<file path="config.mk">
export PLATFORM = sky130hd
export DESIGN_NAME = muldiv_unit
export DESIGN_NICKNAME = d
export VERILOG_FILES = /design/src/rtl/muldiv_unit.sv
export SDC_FILE = /design/constraint.sdc
export NUM_CORES = 2
export LEC_CHECK = 0
export ABC_AREA = 1
export BUFFER_PORTS_ARGS = -buffer_cell sky130_fd_sc_hd__buf_2
export CORE_MARGIN = 10
export CORE_UTILIZATION = 60
export DETAILED_ROUTE_END_ITERATION = 8
export PLACE_DENSITY = 0.81
export SYNTH_ARGS = -nofsm -noshare
export SYNTH_HDL_FRONTEND = slang
export SYNTH_SLANG_ARGS = --single-unit
</file>
<file path="constraint.sdc">
create_clock -name clk -period 11.37 [get_ports clk]
set_input_delay 3.411 -clock clk [delete_from_list [all_inputs] [get_ports clk]]
set_output_delay 3.411 -clock clk [all_outputs]
set_load 0.05 [all_outputs]
</file>
<file path="src/rtl/muldiv_unit.sv">
// Multicycle multiply/divide unit producing HI/LO write requests.
// op encoding: 0=MULT, 1=MULTU, 2=DIV, 3=DIVU; divide is a 32-step restoring divider on magnitudes.
module muldiv_unit #(
   parameter int MULT_LAT = 3
) (
   input  logic        clk,
   input  logic        resetn,
   input  logic        valid,
   input  logic [1:0]  op,
   input  logic [31:0] a,
   input  logic [31:0] b,
   input  logic        flush,
   output logic        busy,
   output logic        done,
   output logic [32:0] hi_write,
   output logic [32:0] lo_write
);
   typedef enum logic [1:0] {IDLE, MUL, DIV, DONE} state_t;

   localparam logic [1:0] M_MULT  = 2'd0;
   localparam logic [1:0] M_MULTU = 2'd1;
   localparam logic [1:0] M_DIV   = 2'd2;
   localparam logic [1:0] M_DIVU  = 2'd3;

   // Cycles spent in MUL are MULT_LAT-1; counter runs down to zero.
   localparam logic [4:0] MUL_CNT = (MULT_LAT > 1) ? 5'(MULT_LAT - 2) : 5'd0;

   state_t      state_q;
   logic [4:0]  cnt_q;
   logic        busy_q, done_q;
   logic [1:0]  op_q;
   logic [31:0] a_q, b_q, quo_q, rem_q, dvs_q;
   logic [31:0] quo_d, rem_d;
   logic        in_div, in_signed, q_div, q_signed;
   logic        accept;

   function automatic logic [31:0] mag(input logic [31:0] x, input logic neg);
      return neg ? (~x + 32'd1) : x;
   endfunction

   assign in_div    = (op == M_DIV) || (op == M_DIVU);
   assign in_signed = (op == M_MULT) || (op == M_DIV);
   assign q_div     = (op_q == M_DIV) || (op_q == M_DIVU);
   assign q_signed  = (op_q == M_MULT) || (op_q == M_DIV);
   assign accept    = (state_q == IDLE) && valid && !flush;

   always_ff @(posedge clk or negedge resetn) begin
      if (!resetn) begin
         state_q <= IDLE;
         cnt_q   <= '0;
         busy_q  <= 1'b0;
         done_q  <= 1'b0;
      end else if (flush) begin
         state_q <= IDLE;
         cnt_q   <= '0;
         busy_q  <= 1'b0;
         done_q  <= 1'b0;
      end else begin
         case (state_q)
            IDLE: begin
               if (valid) begin
                  busy_q <= 1'b1;
                  if (in_div) begin
                     state_q <= DIV;
                     cnt_q   <= 5'd31;
                  end else if (MULT_LAT == 1) begin
                     state_q <= DONE;
                     done_q  <= 1'b1;
                  end else begin
                     state_q <= MUL;
                     cnt_q   <= MUL_CNT;
                  end
               end
            end
            MUL, DIV: begin
               if (cnt_q == 5'd0) begin
                  state_q <= DONE;
                  done_q  <= 1'b1;
               end else begin
                  cnt_q <= cnt_q - 5'd1;
               end
            end
            DONE: begin
               state_q <= IDLE;
               busy_q  <= 1'b0;
               done_q  <= 1'b0;
            end
            default: begin
               state_q <= IDLE;
               busy_q  <= 1'b0;
               done_q  <= 1'b0;
            end
         endcase
      end
   end

   // Operand/divider datapath carries no reset; it is only observed in DONE.
   always_ff @(posedge clk) begin
      if (accept) begin
         op_q  <= op;
         a_q   <= a;
         b_q   <= b;
         quo_q <= mag(a, in_signed & a[31]);
         dvs_q <= mag(b, in_signed & b[31]);
         rem_q <= '0;
      end else if (state_q == DIV) begin
         quo_q <= quo_d;
         rem_q <= rem_d;
      end
   end

   logic [32:0] shifted, trial;

   always_comb begin
      shifted = {rem_q, quo_q[31]};
      trial   = shifted - {1'b0, dvs_q};
      quo_d   = {quo_q[30:0], 1'b0};
      rem_d   = shifted[31:0];
      if (!trial[32]) begin
         quo_d = {quo_q[30:0], 1'b1};
         rem_d = trial[31:0];
      end
   end

   logic               sa, sb;
   logic signed [63:0] ma, mb, prod;
   logic [31:0]        hi_data, lo_data;

   assign sa   = q_signed & a_q[31];
   assign sb   = q_signed & b_q[31];
   assign ma   = {{32{sa}}, a_q};
   assign mb   = {{32{sb}}, b_q};
   assign prod = ma * mb;

   // Sign correction of the divider result happens here, in the DONE cycle itself.
   always_comb begin
      hi_data = prod[63:32];
      lo_data = prod[31:0];
      if (q_div) begin
         if (b_q == 32'd0) begin
            hi_data = a_q;
            lo_data = 32'hFFFF_FFFF;
         end else begin
            hi_data = mag(rem_q, sa);
            lo_data = mag(quo_q, sa ^ sb);
         end
      end
   end

   assign busy     = busy_q;
   assign done     = done_q;
   assign hi_write = {done_q, hi_data};
   assign lo_write = {done_q, lo_data};

endmodule

</file>
## Word level (Yosys, flattened, before mapping)

Cells that the tools add are included.
Widths: inputs -> output; s select.

- Logic and storage cells: 85
- Register bits: 171
- Output and inout port bits: 68
- Bits of input ports: 70

- Add/sub/neg operators: 6
- Equal/unequal tests: 10
- Multiplexer cells: 28
- Reduce and logical (&&, ||, !) cells: 21
- Bitwise gates (word level): 9
- Multipliers: 1

Operators with widths:

| cell | count |
|---|---|
| $mux 32 | 11 |
| $add 32x1->32 const B | 4 |
| $not 32->32 | 4 |
| $mul 33x33->64 | 1 |
| $sub 33x32->33 | 1 |
| $logic_not 32->1 | 1 |
| $mux 5 | 4 |
| $eq 2x2->1 const B | 6 |
| $pmux 5 s2 | 1 |
| $ne 3x3->1 const B | 3 |
| $reduce_bool 3->1 | 3 |
| $mux 2 | 4 |
| $logic_not 2->1 | 3 |
| $pmux 2 s3 | 1 |
| $reduce_and 2->1 | 3 |
| $logic_not 5->1 | 1 |
| $mux 1 | 5 |
| $sub 5x1->5 const B | 1 |
| $and 1x1->1 | 4 |
| $logic_or 1x1->1 | 4 |
| $pmux 1 s2 | 2 |
| $reduce_and 3->1 | 1 |
| $eq 2x1->1 const B | 1 |
| $logic_and 1x1->1 | 2 |
| 4 further kinds | 4 |

## Depth between registers and ports, before layout

- Depth in word-level cells: 7
- Mapped depth: 36

## Worst setup path before layout

Ideal clock, no wire load.

- Path type: reg-to-output
- Start point: register op_q[0]
- End point: output port hi_write[20]
- Path slack: -127 ps
- Arrival: 8086 ps
- Stages on the path, launching flop included: 29
- Cell sequence: edfxtp_1 -> clkbuf_1 -> buf_1 -> nor2_1 -> fa_1 -> inv_1 -> fa_1 -> inv_1 -> fa_1 -> fa_1 -> inv_1 -> fa_1 -> inv_1 -> fa_1 -> inv_1 -> fa_1 -> fa_1 -> inv_1 -> ha_1 -> nand2_1 -> nor2_1 -> inv_1 -> nor2_1 -> inv_1 -> nor2_1 -> nand3_1 -> nand3_1 -> nor2_1 -> o21ai_0

- Longest elaborated chain between the ends: 6
- Elaborated cells between the ends (all ways): 11
- Those cells by class: mul: 1; eq/ne: 2; mux: 3; bitwise: 2; reduce/logical: 3

Ends and longest elaborated chain:

| element | line | text |
|---|---|---|
| start, declared | 31 | `logic [1:0] op_q;` |
| start signal, assigned | 100 | `op_q <= op;` |
| parallel branches: the longest is 5 deep, another holds $mul 33x33->64 | -- |  |
| $mux 32 * | 139 | `if (q_div) begin` |
| end, declared | 15 | `output logic [32:0] hi_write,` |

Every way passes the cells marked *.

## Final worst setup path

- Start point: register a_q[31]
- End point: output port hi_write[27]

- Longest elaborated chain between the ends: 4
- Elaborated cells between the ends (all ways): 5
- Those cells by class: mul: 1; mux: 3; bitwise: 1

Ends and longest elaborated chain:

| element | line | text |
|---|---|---|
| start, declared | 32 | `logic [31:0] a_q, b_q, quo_q, rem_q, dvs_q;` |
| start signal, assigned | 101 | `a_q <= a;` |
| parallel branches: the longest is 3 deep, another holds $mul 33x33->64 | -- |  |
| $mux 32 * | 139 |  |

Marks and branches as above.

==> impl_summary.md <==
Status
The run finished, with violations left. The final reports fail on setup timing.

Run
The number of max-cap violations is 0.

Final layout
The finished cells cover ~60,000 µm². Compared with the post-synthesis result, the final layout area differs by 14.2%. The share of post-route cells with drive strength above 1 is 0.136. For this run, the post-layout net count is approximately 8,500. Once layout is complete, the cells apart from fillers number 8,259.

Clocking
The clock root buffer master is sky130_fd_sc_hd__clkbuf_16. Clock-pin slew was measured on the worst setup and hold paths at ~0.090 ns. The maximum buffer depth of the clock tree is 2. The source-to-sink clock delay at the later pin of the worst-skew pair is 0.49 ns.

The TritonCTS sink count is 170. The TritonCTS buffer count is 17. The H-tree depth reported by CTS is 4. TritonCTS built the clock tree.

Routing
The detailed router finished its first iteration with around 4,500 violations. The vias per cell is between 5 and 6. The remaining antenna violation count is 0. The total wirelength of the detailed-routed design is 178 mm.

The via count is about 47,000. In the final routed layout, each cell accounts on average for between 20 and 25 µm. The post-detailed-route DRC marker count is 0. The first detailed-routing pass took 6 iterations.

Global route
Across every metal layer, demand over resource in global routing totals 0.355. The first global-routing pass estimated between 200 and 300 mm of wire. The initial antenna violation count came to 5. Entering global routing, the biggest net connects approximately 70 pins.

The total overflow left after global routing is 0. The number of global-route vias before repair is around 48,000.

Place
The total half-perimeter wirelength after legalization and detailed placement is 147 mm. The number of port buffers is around 140. The number of placed instances, taps included, is around 8,000. The total cell area at the placement stage is between 50,000 and 60,000 µm². At the end of routability-driven placement, the weighted congestion stood at ~1.1.

Critical path
The delay of the slowest cell on the worst path is 0.64 ns. For this design, the slowest cell found on the critical path is sky130_fd_sc_hd__fa_2. Data on the critical path is required at its endpoint by around 8 ns.

In this run the worst path has a maximum fanout of 10. The type of destination of the critical path is a primary output. In this run the register-to-register setup slack is 8.09 ns.

The kind of cell with the highest combined delay on the critical path is adder cells. The worst path buffer plus inverter count is 10. The data arrival time of the worst path is about 8.0 ns. The critical path is of the reg -> out type. In this design, the critical path's most frequently occurring cell is sky130_fd_sc_hd__fa_1. The critical path startpoint category is a flop.

Synthesis
The synthesized area is around 53,000 µm². The synthesized design contains 170 register bits. The Yosys warning count is 0. The share of synthesized area in the top cell type comes to 0.428. The gate count of the mapped netlist is between 6,000 and 7,000. The sequential share of the synthesized area is 0.0899. The number of nets handed over by synthesis was 8,326.

Sorting the synthesized cells by area gives the leading types as sky130_fd_sc_hd__fa_1 (43%), sky130_fd_sc_hd__inv_1 (13%), sky130_fd_sc_hd__nand2_1 (13%). Counting distinct cell types in the post-synthesis netlist gives about 50. Dividing the synthesized area by the synthesized cell count gives between 7 and 8 µm². Summed over all instances, the cell type with the most area after synthesis is sky130_fd_sc_hd__fa_1.

STA
The number of pins with negative max-slew slack in the final report is 0. For the finished layout, the period the worst path requires is between 10 and 15 ns. The maximum clock frequency is about 88 MHz. The accumulated negative setup slack is -0.0254 ns.

In the finished design, the share of the clock period the worst path needs comes to 1.00. The final worst slack is -0.0254 ns. The headroom to the max-slew limit is 0.299. The worst clock skew is roughly 0.019 ns. The final count of hold timing violations is 0. Setup repair after global routing could not meet its margin everywhere.

For the pin with the worst max-slew slack, the measured transition is around 1.1 ns. The final worst hold slack is around 0.48 ns. The number of setup violations in the final report is 1.

Hold path
The kind of path behind the tightest hold check is reg -> reg.

Floorplan
The die covers around 100,000 µm². The region available for standard cell placement spans between 80,000 and 90,000 µm². In this run the horizontal extent of the chip is 316 µm. The initial utilization of the core area, before any placement, comes to 0.606. The number of placement rows is around 110. The boundary pin count is approximately 140. The height of the die is 316 µm.
## stage by stage
stage          worst slack, ns   util
3_3_place_gp            -0.353  0.648
3_5_place_dp            -0.254  0.648
2_1_floorplan            0.253      -
5_1_grt                 -0.203  0.692
4_1_cts                -0.0675  0.668
6_report               -0.0254  0.692
## final timing paths
check                         start           end  depth (start not counted)
setup / recovery            a_q[31]  hi_write[27]                         29
hold / removal             rem_q[1]      rem_q[1]                          2
setup reg to reg             b_q[0]      quo_q[0]                         16
hold reg to reg            rem_q[1]      rem_q[1]                          2
max in group asynchronous    resetn          done                          1
min in group asynchronous    resetn    state_q[0]                          1
## flip-flops by register name (all words and copies together) (netlist names)
signal	flops
a_q	32
b_q	32
quo_q	32
rem_q	32
dvs_q	31
cnt_q	5
op_q	2
state_q	2
busy	1
done	1
## logic make-up after synthesis
logic type | after synthesis | share of synthesized area
buf+inv | 2159 | 0.155
mux | 1 | 0.000190
compound gates | 453 | 0.0481
simple gates | 2600 | 0.200
xor+xnor | 115 | 0.0191
flops | 170 | 0.0899
fa+ha+maj | 1379 | 0.488
## Yosys cell counts (all sizes together)
master and count:
a31oi 17, edfxtp 129, a21o 5, a21oi 159
nand4 47, nand3b 21, nor2 407, nor4 24
a311oi 1, nand2 1802, a21boi 6, a32oi 5
nand3 229, or3 2, nor3 47, o211ai 19
nand2b 1, fa 1126, o31ai 3, inv 1841
ha 253, and2 1, clkbuf 290, buf 28
o21a 7, o41ai 1, dfxtp 32, o21ai 205
o21bai 18, o22ai 7, or2 16, mux2i 1
dfrtp 9, xor2 79, xnor2 36, and3 3
## per-layer routing
layer	vias to the layer above	GRT usage	routed length [µm]
li1	20400	-	-
met1	23000	0.471	67200
met2	2618	0.573	83200
met3	497	0.0643	19000
met4	0	0.141	8870
met5	-	0	0
## final cells by class
cell class	instances	area (µm²)
Fill cell	7022	26800
Timing Repair Buffer	510	4950
Tap cell	1155	1450
Inverter	1841	6930
Sequential cell	170	4740
Clock inverter	14	178
Timing Repair inverter	1	7.51
Multi-Input combinational cell	4548	41500
Antenna cell	2	5.00
Clock buffer	18	450
## repair_timing
action	CTS	global route
hold endpoints to repair	0	0
cloned	4	7
buffers inserted	42	51
resized for setup	147	407
hold buffers	0	0
endpoints found under the setup margin	44	45
pin swaps	10	91
## layout by cell type, fill, tap and decap left out, drive strengths merged, types with 79 or more instances in the layout
cell type  synthesis  layout
buf               28     498
a21oi            159     159
fa              1126    1126
inv             1841    1845
nand3            229     229
nand2           1802    1802
edfxtp           129     129
ha               253     253
o21ai            205     205
xor2              79      79
nor2             407     407
## worst reg2reg max path, delay by kind of cell (launching register included)
kind                     cells  cell delay (ns)
AO/OA/AOI/OAI                1             0.13
buffers and inverters        3             0.53
AND/OR/NAND/NOR             10             1.22
adder cells (fa/ha/maj)      2             0.73
flip-flops                   1             0.42
Power is left out: the tool's default activity adds up to more than one toggle a clock period on the data nets, which glitch-free logic cannot reach.
